[src/rtl/bin_to_bcd_pkg.sv]
// Package for the 4-bit binary to two-digit BCD converter.
// It holds the BCD digit type, the digit limits and the layout of the registered output word.
package bin_to_bcd_pkg;

  localparam int BCD_W     = 4;
  localparam int MAX_DIGIT = 9;

  typedef logic [BCD_W-1:0] bcd_digit_t;

  // Registered output word: tens digit, ones digit, range flag (9 bits).
  typedef struct packed {
    bcd_digit_t tens;
    bcd_digit_t ones;
    logic       valid;
  } bcd_out_t;

  // Double-dabble correction: a digit of 5 or more gets 3 added before the shift.
  function automatic bcd_digit_t dabble_adjust(input bcd_digit_t digit);
    bcd_digit_t adj;
    adj = digit;
    if (digit >= bcd_digit_t'(5)) begin
      adj = digit + bcd_digit_t'(3);
    end
    return adj;
  endfunction

endpackage

[src/rtl/bin_to_bcd_core.sv]
// Combinational core of bin_to_bcd.
// It splits the IN_W-bit input into tens and ones digits using shift-add-3 (double-dabble),
// and it raises in_range when the input is no greater than MAX_VAL.
// Anything above two digits is truncated.
module bin_to_bcd_core
  import bin_to_bcd_pkg::*;
#(
  parameter int IN_W    = 4,
  parameter int MAX_VAL = MAX_DIGIT
) (
  input  logic [IN_W-1:0] bin,
  output bcd_digit_t      tens,
  output bcd_digit_t      ones,
  output logic            in_range
);

  // Scratch register layout: {tens, ones, remaining binary bits}.
  localparam int SR_W = 2*BCD_W + IN_W;
  localparam logic [IN_W-1:0] MAX_BIN = IN_W'(MAX_VAL);

  logic [SR_W-1:0] stage [0:IN_W];
  logic [IN_W-1:0] unused_low_bits;

  assign stage[0] = {{(2*BCD_W){1'b0}}, bin};

  // One adjust-then-shift step per input bit, unrolled into IN_W combinational stages.
  genvar gi;
  generate
    for (gi = 0; gi < IN_W; gi++) begin : g_dabble
      bcd_digit_t      tens_adj;
      bcd_digit_t      ones_adj;
      logic [SR_W-1:0] adjusted;

      assign tens_adj = dabble_adjust(stage[gi][IN_W+BCD_W +: BCD_W]);
      assign ones_adj = dabble_adjust(stage[gi][IN_W +: BCD_W]);
      assign adjusted = {tens_adj, ones_adj, stage[gi][IN_W-1:0]};
      assign stage[gi+1] = adjusted << 1;
    end
  endgenerate

  assign tens            = stage[IN_W][IN_W+BCD_W +: BCD_W];
  assign ones            = stage[IN_W][IN_W +: BCD_W];
  // After IN_W shifts, the binary field holds only shifted-in zeros.
  assign unused_low_bits = stage[IN_W][IN_W-1:0];

  // The range check is an unsigned compare against the largest accepted value.
  assign in_range = (bin <= MAX_BIN);

endmodule

[src/rtl/bin_to_bcd.sv]
// bin_to_bcd: registered 4-bit binary to two-digit BCD converter with range check.
// Latency is one clock and a new conversion can start every cycle.
// rst is asynchronous and active-high, and it clears all outputs immediately.
// Build option BIN2BCD_FULL_RANGE_EN:
//   - when defined, inputs above MAX_VAL are still converted (tens=1, ones=bin-10), with valid=0;
//   - when undefined, those inputs produce all-zero digits with valid=0.
module bin_to_bcd
  import bin_to_bcd_pkg::*;
#(
  parameter int IN_W    = 4,
  parameter int MAX_VAL = MAX_DIGIT
) (
  input  logic            clk,
  input  logic            rst,
  input  logic [IN_W-1:0] bin,
  output bcd_digit_t      tens,
  output bcd_digit_t      ones,
  output logic            valid
);

  bcd_digit_t core_tens;
  bcd_digit_t core_ones;
  logic       core_in_range;

  bcd_out_t   out_reg;
  bcd_out_t   out_next;

  bin_to_bcd_core #(
    .IN_W    (IN_W),
    .MAX_VAL (MAX_VAL)
  ) u_core (
    .bin      (bin),
    .tens     (core_tens),
    .ones     (core_ones),
    .in_range (core_in_range)
  );

  // Apply the out-of-range policy to the converted digits before they are registered.
  always_comb begin
    out_next       = '0;
    out_next.valid = core_in_range;
`ifdef BIN2BCD_FULL_RANGE_EN
    out_next.tens  = core_tens;
    out_next.ones  = core_ones;
`else
    out_next.tens  = core_in_range ? core_tens : '0;
    out_next.ones  = core_in_range ? core_ones : '0;
`endif
  end

  // Output register: cleared asynchronously by rst, otherwise loaded on every clk edge.
  always_ff @(posedge clk or posedge rst) begin
    if (rst) begin
      out_reg <= '0;
    end else begin
      out_reg <= out_next;
    end
  end

  assign tens  = out_reg.tens;
  assign ones  = out_reg.ones;
  assign valid = out_reg.valid;

endmodule

[config.mk]
export PLATFORM = sky130hd
export DESIGN_NAME = bin_to_bcd
export DESIGN_NICKNAME = d
export VERILOG_FILES = /design/src/rtl/bin_to_bcd_pkg.sv /design/src/rtl/bin_to_bcd_core.sv /design/src/rtl/bin_to_bcd.sv
export SDC_FILE = /design/constraint.sdc
export NUM_CORES = 1
export LEC_CHECK = 0
export ABC_AREA = 1
export CORE_AREA = 3 3 40 42
export CTS_CLUSTER_SIZE = 28
export DETAILED_ROUTE_END_ITERATION = 12
export DIE_AREA = 0 0 43 45
export PLACE_DENSITY = 0.65
export SLEW_MARGIN = 20
export SYNTH_ARGS = -nofsm -noshare
export SYNTH_HDL_FRONTEND = slang
export SYNTH_HIERARCHICAL = 1
export SYNTH_SLANG_ARGS = --single-unit
[constraint.sdc]
create_clock -name clk -period 0.8 [get_ports clk]
set_clock_uncertainty 0.1 [all_clocks]
set_input_delay 0.16 -clock clk [delete_from_list [all_inputs] [get_ports clk]]
set_output_delay 0.16 -clock clk [all_outputs]
set_load 0.02 [all_outputs]
==> flow_summary.toml <==
[power]
peakVddDrop_uv = 507.0
p_leak_nw = 0.4407
p_per_area_nw_per_um2 = 1520

[clocking]
cts_inserted_buffers = 3
cts_sinks = 9
cts.htree.levels = 1
cts_buffer_depth = 2
root_buffer = "clkbuf_4"
cts_tree = "done"
path_clk_slew_ps = 50
ctsHoldBuffers = 0

[floorplanning]
rows = 13
coreArea_um2 = 1285
ioPinCount = 15
start_util_pct = 34.27
die_h_um = 45
die_area_um2 = 1935
dieWidth_um = 43

[final_layout]
final_common_cell = "nand2_1"
fillers = 115
drive_gt1_share_pct = 42.86
n_antenna_cell = 0
area_growth_pct = 73.30
mostFrequentLayoutCells = "nand2_1, inv_1, buf_6, dfrtp_1, buf_4"
final_cells = 92
fin_nets = 87

[timing]
fin_crit_sh_pct = 126.6
setup_tns_ps = -2066
min_period_ps = 1012
setup_slack_ps = -212.4
setup_violations = 13
fmax_mhz = 987.7
hold_viol = 0
rsz0062_at_grt = "true"
slew_viol_final = 0

[status]
failed_checks = "negative setup slack"
status = "finished with violations"

[global_route]
grt_usage_pct = 9.198
antenna_found_initial = 0
grt_max_degree = 10
grt_pass1_wl_um = 1290
grt_pass1_vias = 336
gr-total-overflow = 0

[drt]
drc = 0
ant_nets = 0
vias = 347
dr.pass1.iters = 1
wl_per_cell_um = 7.207
routed_wl_um = 663
viasPerCell = 3.772
first_iter_violations = 0

[worst_setup_path]
cpMaxStageDelayCell = "dfrtp_1"
crit_chain = "buf_6"
cp.buffers_inverters = 1
endpoint_kind = "output port"
path_delay_family = "flip-flops"
startpoint_type = "flop"
crit_required_ps = 540
cp_max_fo = 1
critPathMaxStageDelay_ps = 370
path_class = "reg -> out"
arrival_ps = 750

[synth]
syn_inst = 54
syn_area_um2 = 440.4
synth_top_family_by_area = "buffers and inverters"
yosys_warnings = 6
synthMuxAreaShare_pct = 0
yosys.area_share.adder_pct = 8.523
ys_seq_area_share_pct = 51.14
synth-xor-area-share_pct = 0
ys_seq_elements = 9
synth_compound_area_share_pct = 1.136
synth.distinct_cells = 10
syn_avg_cell_area_um2 = 8.156
synthSimpleGateAreaFrac_pct = 18.47

[worst_hold_path]
worstHoldPathType = "in -> async"

[placed_design]
placed_cells = 87
hpwlAfterDp_um = 567.2
port_buffers = 14
routabilityCongestion = 0.7337

[flow_run]
maxCapViolCount = 0
==> layer usage <==
metal  GRT usage, %  routed length [um]  vias to the layer above  part of all wire (%)
met2          15.27                 326                       15                    49
met1          9.774                 246                      139                    37
met4          7.229                  14                        0                   2.1
met3          2.789                  74                        2                    11
li1               -                   -                      191                     -
met5              0                   0                        -                     0
==> logic make-up after synthesis <==
group                    after synthesis
flip-flops                             9
buffers and inverters                 19
AO/OA/AOI/OAI                          1
other                                  1
AND/OR/NAND/NOR                       21
adder cells (fa/ha/maj)                3
==> cells in the mapped netlist (all sizes together) <==
| cell type | instances | area share (%) |
|---|---|---|
| nand2 | 14 | 12 |
| nand3 | 2 | 2.3 |
| conb | 1 | 0.85 |
| nor2 | 5 | 4.3 |
| buf | 5 | 8.0 |
| ha | 3 | 8.5 |
| dfrtp | 9 | 51 |
| inv | 14 | 12 |
| o21ai | 1 | 1.1 |
==> worst paths after layout <==
check	cells after the start	start	end
setup / recovery	1	ones[0]$_DFF_PP0_	ones[0]
hold / removal	3	rst	ones[2]$_DFF_PP0_
max in group asynchronous	3	rst	ones[0]$_DFF_PP0_
min in group clk	5	bin[2]	tens[0]$_DFF_PP0_
==> sequential cells by signal, indices dropped and copies added (netlist names) <==
signal / cells
valid: 1
ones: 4
tens: 4
==> report_power, final <==
part	internal, W	switching [W]
clock network	0.000191	0.000139
logic	0.000173	0.000154
registers	0.000489	0.0000140
total	0.000853	0.000307
==> area by class of cell <==
type / count / area, um2 / area share [%]
Timing Repair Buffer: 22 / 236.5 / 30.98
Sequential cell: 9 / 225.2 / 29.51
Multi-Input combinational cell: 28 / 183.9 / 24.10
Inverter: 14 / 72.57 / 9.508
Clock buffer: 4 / 26.28 / 3.443
Tap cell: 15 / 18.77 / 2.459
==> what timing repair did <==
| item | in CTS | in global routing |
|---|---|---|
| endpoints found under the setup margin | 15 | 14 |
| pin swaps | 8 | 2 |
| resized for setup | 74 | 3 |
| setup buffers | 1 | 0 |
==> through the flow <==
step                      util, %  total power [W]  instance area, um2  hold slack [ps]  setup WS [ps]
after floorplan                 -        0.0006651               495.5           -112.1         -186.9
after global placement      53.26        0.0007977               684.4            366.3         -869.5
after detailed placement    53.26        0.0008028               684.4            362.4         -886.5
after CTS                   58.33         0.001168               749.5            95.38         -224.3
after global routing        59.40         0.001223               763.2            111.5         -241.3
final                       59.40         0.001160               763.2            98.17         -212.4
Power figures use the tool's default switching activity.
